`config.mk`:
```
export PLATFORM = sky130hd
export DESIGN_NAME = data_check_16bit_flat
export DESIGN_NICKNAME = d
export VERILOG_FILES = /design/src/rtl/data_frame_pkg.sv /design/src/rtl/data_check_16bit_if.sv /design/src/rtl/data_check_16bit_sat_cnt16.sv /design/src/rtl/data_check_16bit.sv /design/src/flat_wrapper.sv
export SDC_FILE = /design/constraint.sdc
export NUM_CORES = 1
export LEC_CHECK = 0
export ABC_AREA = 1
export CORE_MARGIN = 2
export CORE_UTILIZATION = 45
export DETAILED_ROUTE_END_ITERATION = 16
export DONT_BUFFER_PORTS = 1
export SLEW_MARGIN = 40
export SYNTH_ARGS = -nofsm -noshare
export SYNTH_HDL_FRONTEND = slang
export SYNTH_SLANG_ARGS = --single-unit
```
`constraint.sdc`:
```
create_clock -name clk -period 3.1 [get_ports clk]
set_clock_uncertainty 0.1 [all_clocks]
set_input_delay 0.31 -clock clk [delete_from_list [all_inputs] [get_ports clk]]
set_output_delay 0.31 -clock clk [all_outputs]
set_load 0.02 [all_outputs]
```
`src/rtl/data_frame_pkg.sv`:
```
// Shared definitions for the 16-bit test-frame stream, used by both the
// data source that builds frames and the checker that verifies them.
//   FRAME_LEN    words per frame including the 4-word header
//   SYNC0/SYNC1  the two sync words that open every frame
//   IDX_*        header word offsets within a frame
//   chk_state_t  checker FSM states
package data_frame_pkg;

  localparam int          FRAME_LEN  = 512;
  localparam logic [15:0] SYNC0      = 16'h1ACF;
  localparam logic [15:0] SYNC1      = 16'hFC1D;

  localparam int IDX_SYNC0  = 0;
  localparam int IDX_SYNC1  = 1;
  localparam int IDX_CNT_HI = 2;
  localparam int IDX_CNT_LO = 3;

  typedef enum logic [2:0] {
    HUNT    = 3'd0,   // searching for SYNC0, not locked
    SYNC2   = 3'd1,   // SYNC0 seen, expecting SYNC1
    CNT_HI  = 3'd2,   // frame counter bits [31:16]
    CNT_LO  = 3'd3,   // frame counter bits [15:0]
    PAYLOAD = 3'd4,   // words 4..FRAME_LEN-1, word n == n
    CHK0    = 3'd5    // locked, next word must be SYNC0
  } chk_state_t;

endpackage

```
`src/rtl/data_check_16bit_if.sv`:
```
// FIFO read-port bundle between the checker and the SSD write FIFO.
//   rdempty  FIFO empty flag            (FIFO -> checker)
//   q        read data, valid the cycle after rdreq (normal mode)
//   enable   pop enable, 0 stalls reading
//   rdreq    read request                (checker -> FIFO)
// master = checker side, slave = FIFO / environment side.
interface data_check_16bit_if;
  logic        rdempty;
  logic [15:0] q;
  logic        enable;
  logic        rdreq;

  modport master (input rdempty, input q, input enable, output rdreq);
  modport slave  (output rdempty, output q, output enable, input rdreq);
endinterface

```
`src/rtl/data_check_16bit_sat_cnt16.sv`:
```
// sat_cnt16: 16-bit event counter that sticks at 16'hFFFF.
//   clk  clock
//   clr  synchronous clear, wins over inc
//   inc  count one event this cycle
//   cnt  current count
module sat_cnt16 (
  input  logic        clk,
  input  logic        clr,
  input  logic        inc,
  output logic [15:0] cnt
);

  always_ff @(posedge clk) begin
    if (clr)                        cnt <= '0;
    else if (inc && cnt != 16'hFFFF) cnt <= cnt + 16'd1;
  end

endmodule

```
`src/rtl/data_check_16bit.sv`:
```
// data_check_16bit: receive-side checker for the 16-bit test-frame stream.
// Pops words from a normal-mode FIFO, hunts for SYNC0/SYNC1, tracks the
// 32-bit frame counter, checks payload word n == n and keeps statistics.
//   clk          system clock
//   RST          synchronous reset, active high
//   fifo         FIFO read port (rdempty, q, enable in; rdreq out)
//   locked       frame sync acquired
//   frame_ok     frames received with zero errors (wraps)
//   payload_err  payload word mismatches (saturating)
//   seq_err      frame counter discontinuities (saturating)
//   lock_lost    lock-loss events (saturating)
//   err_pulse    one-cycle pulse, aligned with the counter update
module data_check_16bit #(
  parameter int          FRAME_LEN = data_frame_pkg::FRAME_LEN,
  parameter logic [15:0] SYNC0     = data_frame_pkg::SYNC0,
  parameter logic [15:0] SYNC1     = data_frame_pkg::SYNC1
) (
  input  logic                       clk,
  input  logic                       RST,
  data_check_16bit_if.master         fifo,
  output logic                       locked,
  output logic [31:0]                frame_ok,
  output logic [15:0]                payload_err,
  output logic [15:0]                seq_err,
  output logic [15:0]                lock_lost,
  output logic                       err_pulse
);
  import data_frame_pkg::*;

  localparam int                WIDX_W = $clog2(FRAME_LEN);
  localparam logic [WIDX_W-1:0] W_LAST = WIDX_W'(FRAME_LEN - 1);
  localparam logic [WIDX_W-1:0] W_S0   = WIDX_W'(IDX_SYNC0);
  localparam logic [WIDX_W-1:0] W_S1   = WIDX_W'(IDX_SYNC1);
  localparam logic [WIDX_W-1:0] W_HI   = WIDX_W'(IDX_CNT_HI);
  localparam logic [WIDX_W-1:0] W_LO   = WIDX_W'(IDX_CNT_LO);
  localparam logic [WIDX_W-1:0] W_PAY0 = WIDX_W'(IDX_CNT_LO + 1);

  chk_state_t        st;
  logic              vld;
  logic [WIDX_W-1:0] widx;
  logic [15:0]       hi;
  logic [31:0]       exp_cnt;
  logic              first_frame;
  logic              frame_bad;
  logic [31:0]       rx_cnt;
  logic              inc_pay, inc_seq, inc_lost, inc_ok;

  // Normal-mode FIFO: data for a request shows up on q one cycle later,
  // which is exactly when vld is high.
  assign fifo.rdreq = fifo.enable & ~fifo.rdempty;
  assign rx_cnt     = {hi, fifo.q};

  // Error decode for the word being consumed this cycle; counters and
  // err_pulse register it at the next edge.
  always_comb begin
    inc_pay  = 1'b0;
    inc_seq  = 1'b0;
    inc_lost = 1'b0;
    if (vld) begin
      case (st)
        CNT_LO:  inc_seq  = !first_frame && (rx_cnt != exp_cnt);
        PAYLOAD: inc_pay  = fifo.q != 16'(widx);
        CHK0:    inc_lost = fifo.q != SYNC0;
        // locked only while in SYNC2 when the SYNC0 came from CHK0
        SYNC2:   inc_lost = locked && (fifo.q != SYNC1);
        default: ;
      endcase
    end
    inc_ok = vld && (st == PAYLOAD) && (widx == W_LAST) && !frame_bad && !inc_pay;
  end

  always_ff @(posedge clk) begin
    if (RST) begin
      st          <= HUNT;
      vld         <= 1'b0;
      widx        <= '0;
      hi          <= '0;
      exp_cnt     <= '0;
      first_frame <= 1'b1;
      frame_bad   <= 1'b0;
      locked      <= 1'b0;
      err_pulse   <= 1'b0;
      frame_ok    <= '0;
    end else begin
      vld       <= fifo.rdreq;
      err_pulse <= inc_pay | inc_seq | inc_lost;
      if (inc_ok) frame_ok <= frame_ok + 32'd1;
      if (vld) begin
        case (st)
          HUNT: begin
            if (fifo.q == SYNC0) begin
              st   <= SYNC2;
              widx <= W_S1;
            end
          end
          SYNC2: begin
            if (fifo.q == SYNC1) begin
              st   <= CNT_HI;
              widx <= W_HI;
            end else if (fifo.q == SYNC0 && !locked) begin
              widx <= W_S1;               // repeated SYNC0 while hunting
            end else begin
              st   <= HUNT;
              widx <= W_S0;
              if (locked) begin
                locked      <= 1'b0;
                first_frame <= 1'b1;
              end
            end
          end
          CNT_HI: begin
            hi   <= fifo.q;
            st   <= CNT_LO;
            widx <= W_LO;
          end
          CNT_LO: begin
            // resync to whatever arrived so one jump costs one seq_err
            exp_cnt     <= rx_cnt + 32'd1;
            first_frame <= 1'b0;
            locked      <= 1'b1;
            frame_bad   <= inc_seq;
            st          <= PAYLOAD;
            widx        <= W_PAY0;
          end
          PAYLOAD: begin
            if (inc_pay) frame_bad <= 1'b1;
            if (widx == W_LAST) begin
              st   <= CHK0;
              widx <= W_S0;
            end else begin
              widx <= widx + 1'b1;
            end
          end
          CHK0: begin
            if (fifo.q == SYNC0) begin
              st   <= SYNC2;
              widx <= W_S1;
            end else begin
              st          <= HUNT;
              widx        <= W_S0;
              locked      <= 1'b0;
              first_frame <= 1'b1;
            end
          end
          default: st <= HUNT;
        endcase
      end
    end
  end

  sat_cnt16 u_pay  (.clk(clk), .clr(RST), .inc(inc_pay),  .cnt(payload_err));
  sat_cnt16 u_seq  (.clk(clk), .clr(RST), .inc(inc_seq),  .cnt(seq_err));
  sat_cnt16 u_lost (.clk(clk), .clr(RST), .inc(inc_lost), .cnt(lock_lost));

endmodule
```
`src/flat_wrapper.sv`:
```
// flat-port wrapper written by rule: the top's interface ports become plain ports
module data_check_16bit_flat import data_frame_pkg::*;
#(
  parameter int          FRAME_LEN = data_frame_pkg::FRAME_LEN,
  parameter logic [15:0] SYNC0     = data_frame_pkg::SYNC0,
  parameter logic [15:0] SYNC1     = data_frame_pkg::SYNC1
)
  (clk, RST, locked, frame_ok, payload_err, seq_err, lock_lost, err_pulse, fifo_rdempty, fifo_q, fifo_enable, fifo_rdreq);
  data_check_16bit_if fifo_i ();
  input  logic clk;
  input  logic RST;
  output logic locked;
  output logic [31:0] frame_ok;
  output logic [15:0] payload_err;
  output logic [15:0] seq_err;
  output logic [15:0] lock_lost;
  output logic err_pulse;
  input wire logic [$bits(fifo_i.rdempty)-1:0] fifo_rdempty;
  input wire logic [$bits(fifo_i.q)-1:0] fifo_q;
  input wire logic [$bits(fifo_i.enable)-1:0] fifo_enable;
  output wire logic [$bits(fifo_i.rdreq)-1:0] fifo_rdreq;
  assign fifo_i.rdempty = fifo_rdempty;
  assign fifo_i.q = fifo_q;
  assign fifo_i.enable = fifo_enable;
  assign fifo_rdreq = fifo_i.rdreq;
  data_check_16bit #(.FRAME_LEN(FRAME_LEN), .SYNC0(SYNC0), .SYNC1(SYNC1)) u_core (.clk(clk), .RST(RST), .fifo(fifo_i), .locked(locked), .frame_ok(frame_ok), .payload_err(payload_err), .seq_err(seq_err), .lock_lost(lock_lost), .err_pulse(err_pulse));
endmodule
```
# Yosys cells after proc, flatten, opt, wreduce, memory -nomap -nowiden

Cells that the tools add are included.

Reduce and logical (&&, ||, !) cells: 25
Add/sub/neg operators: 6
Equal/unequal tests: 23
Multiplexer cells: 29
Bitwise logic cells: 4

Operators with widths:

| operator                                                                 | number |
|---|---|
| 32-bit by 1-bit adder with 32-bit output (second input constant)         | 2 |
| 16-bit != test (second input constant)                                   | 4 |
| 9-bit case mux with 6 select lines                                       | 1 |
| 16-bit by 1-bit adder with 16-bit output (second input constant)         | 3 |
| 32-bit != test                                                           | 1 |
| 9-bit two-way mux                                                        | 3 |
| 3-bit case mux with 6 select lines                                       | 1 |
| 16-bit by 13-bit equality test with 1-bit output (second input constant) | 1 |
| 16-bit equality test (second input constant)                             | 1 |
| 1-bit two-way mux                                                        | 16 |
| 16-bit by 13-bit != test with 1-bit output (second input constant)       | 1 |
| 16-bit by 9-bit != test with 1-bit output                                | 1 |
| 3-bit two-way mux                                                        | 4 |
| 1-bit logical AND                                                        | 10 |
| 9-bit by 1-bit adder with 9-bit output (second input constant)           | 1 |
| 9-bit equality test (second input constant)                              | 1 |
| 2-bit != test (second input constant)                                    | 4 |
| 3-bit by 2-bit equality test with 1-bit output (second input constant)   | 2 |
| 3-bit equality test (second input constant)                              | 2 |
| 2-bit by 1-bit != test with 1-bit output (second input constant)         | 3 |
| 1-bit case mux with 3 select lines                                       | 2 |
| 3-bit AND reduction                                                      | 2 |
| 6-bit AND reduction                                                      | 1 |
| 6-bit nonzero test                                                       | 1 |
| 13 further kinds                                                         | 19 |

Register bits after elaboration: 145
Word-level logic and storage cells: 100
Output and inout bits: 83
Input port bits: 20

# Depth between registers and ports, before layout

Word-level depth: 6
Gate-level depth with buffers: 14

# Hierarchy

From an unflattened synthesis, not the netlist that was laid out.

Cell total of the unflattened synthesis: 1472
Area, all modules: 9086.2 µm²

Modules (own cells, without submodules):

| module                        | sequential area each (µm²) | area an instance (µm²) | times used | cells each |
|---|---|---|---|---|
| data_check_16bit              | 1941.9                     | 6253.5                 | 1          | 1016 |
| sat_cnt16 (u_core.u_lost ...) | 320.3                      | 929.6                  | 2          | 149 |
| sat_cnt16 (u_core.u_seq)      | 320.3                      | 973.4                  | 1          | 158 |

# Worst setup path before layout

Ideal clock, no wire load.

Path kind: register to register
From: register u_core.widx[0]
To: register u_core.frame_ok[13]
Period minus slack after synthesis: 2169 ps
Cell stages (with the launch flop): 14
Path buffers: 2
Data arrival time: 1928 ps
Setup time: 142 ps
Path slack: 931 ps
Required time: 2858 ps
Cell sequence: dfxtp_1 ha_1 nand3_1 nor2_1 nand3_1 nor2_1 ha_1 inv_1 nor3_2 buf_4 nand2_2 buf_4 nand2_1 a21oi_2

Cells in the longest elaborated chain, start to end: 5

Ends and longest elaborated chain:

| item                                      | RTL line                | RTL |
|---|---|---|
| start, declared                           | data_check_16bit.sv:40  | `logic [WIDX_W-1:0] widx;` |
| start signal, assigned                    | data_check_16bit.sv:131 | `widx <= widx + 1'b1;` |
| 16-bit by 9-bit != test with 1-bit output | data_check_16bit.sv:62  | `PAYLOAD: inc_pay = fifo.q != 16'(widx);` |
| 1-bit two-way mux                         | data_check_16bit.sv:60  | `case (st)` |
| 1-bit two-way mux                         | data_check_16bit.sv:59  | `if (vld) begin` |
| 1-bit logical NOT                         | data_check_16bit.sv:69  | `inc_ok = vld && (st == PAYLOAD) && (widx == W_LAST) && !frame_bad && !inc_pay;` |
| 1-bit logical AND (*)                     | data_check_16bit.sv:69  |  |
| end signal, assigned                      | data_check_16bit.sv:87  | `if (inc_ok) frame_ok <= frame_ok + 32'd1;` |
| end, declared                             | data_check_16bit.sv:22  | `output logic [31:0] frame_ok,` |

Mark *: on every way between the ends. The rest lies on a longest branch, timed or not.
A chain may end at the register's enable or synchronous reset.

# Final worst setup path

From: input port fifo_q[3]
To: register u_core.frame_ok[7]

Cells in the longest elaborated chain, start to end: 5

Ends and longest elaborated chain:

| item                                      | RTL line               | RTL |
|---|---|---|
| start, declared                           | flat_wrapper.sv:19     | `input wire logic [$bits(fifo_i.q)-1:0] fifo_q;` |
| 16-bit by 9-bit != test with 1-bit output | data_check_16bit.sv:62 |  |
| 1-bit two-way mux                         | data_check_16bit.sv:60 |  |
| 1-bit two-way mux                         | data_check_16bit.sv:59 |  |
| 1-bit logical NOT                         | data_check_16bit.sv:69 |  |
| 1-bit logical AND                         | data_check_16bit.sv:69 |  |

No other way between the ends.

==> results.json <==
{
  "yosysSeqAreaShare_pct": 31.34,
  "finalPower_mw": 4.152,
  "cts_sinks": 145,
  "netlist_instances": 1400,
  "critPathLaunchType": "primary input",
  "drt-vias-per-instance": 5.308,
  "p_comb_share_pct": 3.3,
  "yosys_warnings": 0,
  "rsz0062_at_grt": "false",
  "routedWlPerCell_um": 14.79,
  "antenna_found_initial": 0,
  "min_path_cells": 3,
  "clockPowerShare_pct": 51.8,
  "grt_pass1_vias": 8226,
  "grt-busiest-layer": "met2",
  "worstSetupPathType": "primary input to flip-flop",
  "grt_use_met2_pct": 36.40,
  "synth.most_common_cell": "nand2_1",
  "hp-start": "fifo_q[4]",
  "holdWs_ps": 28.38,
  "outcome": "finished, final reports clean",
  "ys_types": 45,
  "drv_cap": 0,
  "timing.final.crit_share_pct": 77.27,
  "avgSynthCellArea_um2": 6.615,
  "hold_end": "u_core.exp_cnt[4]",
  "start_util_pct": 45.77,
  "period_needed_ps": 2395,
  "fmax_ghz": 0.4175,
  "rrSetupSlack_ps": 710,
  "cp_slowest_cell": "dlygate4sd3_1",
  "cts_resized": 0,
  "dieArea_mm2": 0.02174,
  "ys_ff_latch": 145,
  "max-clock-path-buffers": 2,
  "fin_ws_ps": 704.5,
  "startpoint": "fifo_q[3]",
  "cts_tree": "yes",
  "track_usage_pct": 23.08,
  "hold_viol": 0,
  "grt_pass1_wl_mm": 41.35,
  "cts.clk_slew.worst_paths_ps": 70,
  "hp-class": "primary input to flip-flop",
  "async_reset_ff_share_pct": 0,
  "powerDensity_mw_per_mm2": 407.0,
  "crit_top_cell": "nand2_1",
  "p_leak_nw": 3.820,
  "switching_share_pct": 22.34,
  "synth.cell_area_mm2": 0.009261,
  "setup-tns-final_ps": 0,
  "port-buffer-count": 0,
  "max_slew_margin_pct": 47.84,
  "synth_ff_type": "dfxtp_1",
  "yosys-top-cells-area": "dfxtp_1 (31%), nand2_1 (14%), inv_1 (5.9%)",
  "critPathMaxFanout": 27,
  "drive_gt1_share_pct": 8.043,
  "p_int_mw": 3.224,
  "numCtsBuffers": 17,
  "yosysTopAreaCell": "dfxtp_1",
  "postLayoutCoreUtil_pct": 50.41,
  "core_mm2": 0.02023,
  "p_seq_share_pct": 44.9,
  "cts_setup_buffers": 0,
  "io_pins": 103,
  "use_met3_pct": 4.907,
  "wirelength_mm": 24.78,
  "critPathRequiredTime_ps": 3300,
  "timing.rr.start": "u_core.widx[0]",
  "dpl.hpwl_mm": 17.56,
  "grt_max_degree": 88,
  "die_h_um": 147.5,
  "p_sw_mw": 0.9273,
  "die_w_um": 147.5,
  "path_cells": "dlygate4sd3_1 -> inv_2 -> nand2_1 -> nand2_1 -> nor2_1 -> nand2_1 -> nor2_2 -> nand2_4 -> nand2_4 -> nand2_2 -> nand2_1 -> a21oi_2",
  "grt-ovfl-total": 0,
  "ir_worst_vdd_mv": 0.4555,
  "reg2reg_depth": 11,
  "max_stage_delay_ps": 660,
  "met1_usage_pct": 32.27,
  "gp_congestion": 0.9308,
  "synth_common_cells": "nand2_1 (351), dfxtp_1 (145), inv_1 (145), nor2_1 (141), a21oi_1 (100)",
  "synth_edf_count": 0,
  "dr.pass1.iters": 5,
  "syn_to_final_growth_pct": 10.15,
  "drt_iter0_markers": 602,
  "syn_nets": 1428,
  "cts-root-buf": "clkbuf_16",
  "dp_slack_ps": 691.4,
  "cp-end-kind": "flip-flop",
  "setup_viol": 0,
  "critPathArrivalTime_ps": 2600,
  "rows": 52,
  "worst_pin_slew_ps": 781.3,
  "vias": 8891,
  "finalMaxSlewViolations": 0,
  "clock_latency_ps": 420,
  "antenna_cells": 0,
  "yosysTopAreaCellShare_pct": 31.34,
  "drc": 0,
  "htreeDepth": 4,
  "finalNetCount": 1420,
  "antenna_left": 0,
  "r2r-end": "u_core.frame_ok[7]"
}
-- per-layer routing --
layer  share of wire, %  vias up
met1                 48     4070
met3                6.4       23
met2                 44      251
met4               0.99        0
met5                  0        -
li1                   -     4547
-- flip-flops by register name, summed over array words and instances, names as in the netlist --
name,cells
u_core.u_pay.cnt,16
u_core.st,3
u_core.hi,16
u_core.frame_ok,32
u_core.frame_bad,1
u_core.u_seq.cnt,16
u_core.exp_cnt,32
u_core.first_frame,1
u_core.vld,1
u_core.locked,1
u_core.err_pulse,1
u_core.widx,9
u_core.u_lost.cnt,16
-- metrics by stage --
| step | std cells | area, µm² |
|---|---|---|
| 3_3_place_gp | 1627 | 9410 |
| 6_report | 1675 | 10200 |
| 4_1_cts | 1675 | 10200 |
| 5_1_grt | 1675 | 10200 |
| 3_5_place_dp | 1627 | 9410 |
| 2_1_floorplan | 1400 | 9261 |
-- power groups by stage --
stage | combinational (mW) | clock (mW) | sequential (mW)
3_5_place_dp | 0.0942 | 0 | 1.91
4_1_cts | 0.138 | 2.19 | 1.86
3_3_place_gp | 0.0942 | 0 | 1.91
6_report | 0.138 | 2.15 | 1.86
2_1_floorplan | 0.0973 | 0 | 1.91
5_1_grt | 0.152 | 2.28 | 1.86
-- placed cells by master (no fill, tap or decap), types with 5 or more instances in the layout --
| cell type | n |
|---|---|
| clkbuf_16 | 17 |
| a21oi_2 | 10 |
| dlygate4sd3_1 | 15 |
| nand3_1 | 78 |
| nor3_1 | 52 |
| xnor2_1 | 41 |
| dfxtp_1 | 145 |
| buf_4 | 14 |
| nor2_1 | 141 |
| o211ai_1 | 7 |
| a21oi_1 | 100 |
| nand3b_1 | 6 |
| nand2_1 | 351 |
| xor2_1 | 56 |
| o21ai_0 | 53 |
| inv_2 | 10 |
| nand3_2 | 16 |
| a31oi_1 | 5 |
| ha_1 | 8 |
| o21bai_1 | 7 |
| nand2_2 | 8 |
| nand4_1 | 64 |
| inv_1 | 145 |
-- logic make-up (layout without fill, tap and decap cells) --
| family | count (synthesis) | count (layout) | synth area share [%] |
|---|---|---|---|
| DFF | 145 | 145 | 31.34 |
| buffers and inverters | 214 | 219 | 9.781 |
| xor gates and xnor gates | 97 | 97 | 9.173 |
| AOI/OAI and AO/OA | 194 | 194 | 11.62 |
| and+or+nand+nor | 742 | 742 | 37.00 |
| adders and majority gates | 8 | 8 | 1.081 |
-- timing repair --
item / CTS / global route
hold buffers: 16 / 0
setup endpoints to repair: 0 / 0
endpoints found under the hold margin: 104 / 0
-- critical path, delay by kind of cell --
kind                   cells  cell delay [ps]
and+or+nand+nor            9             1470
AOI/OAI and AO/OA          1               70
buffers and inverters      2              720
-- worst max path at each step --
stage                     endpoint  cells past startpoint
4_1_cts         u_core.frame_ok[5]                     11
3_5_place_dp    u_core.frame_ok[7]                     11
3_3_place_gp   u_core.frame_ok[31]                     11
5_1_grt        u_core.frame_ok[18]                     11
2_1_floorplan  u_core.frame_ok[13]                     13
6_report        u_core.frame_ok[7]                     12
-- area by class of cell --
type                            instances  area (µm²)
Clock buffer                           20       456.7
Inverter                              156       585.6
Clock inverter                         12       156.4
Fill cell                            2050       10030
Sequential cell                       145        2903
Timing Repair Buffer                   31       302.8
Multi-Input combinational cell       1041        5459
Tap cell                              270       337.8
No activity file was read; power rests on OpenSTA's default activity.
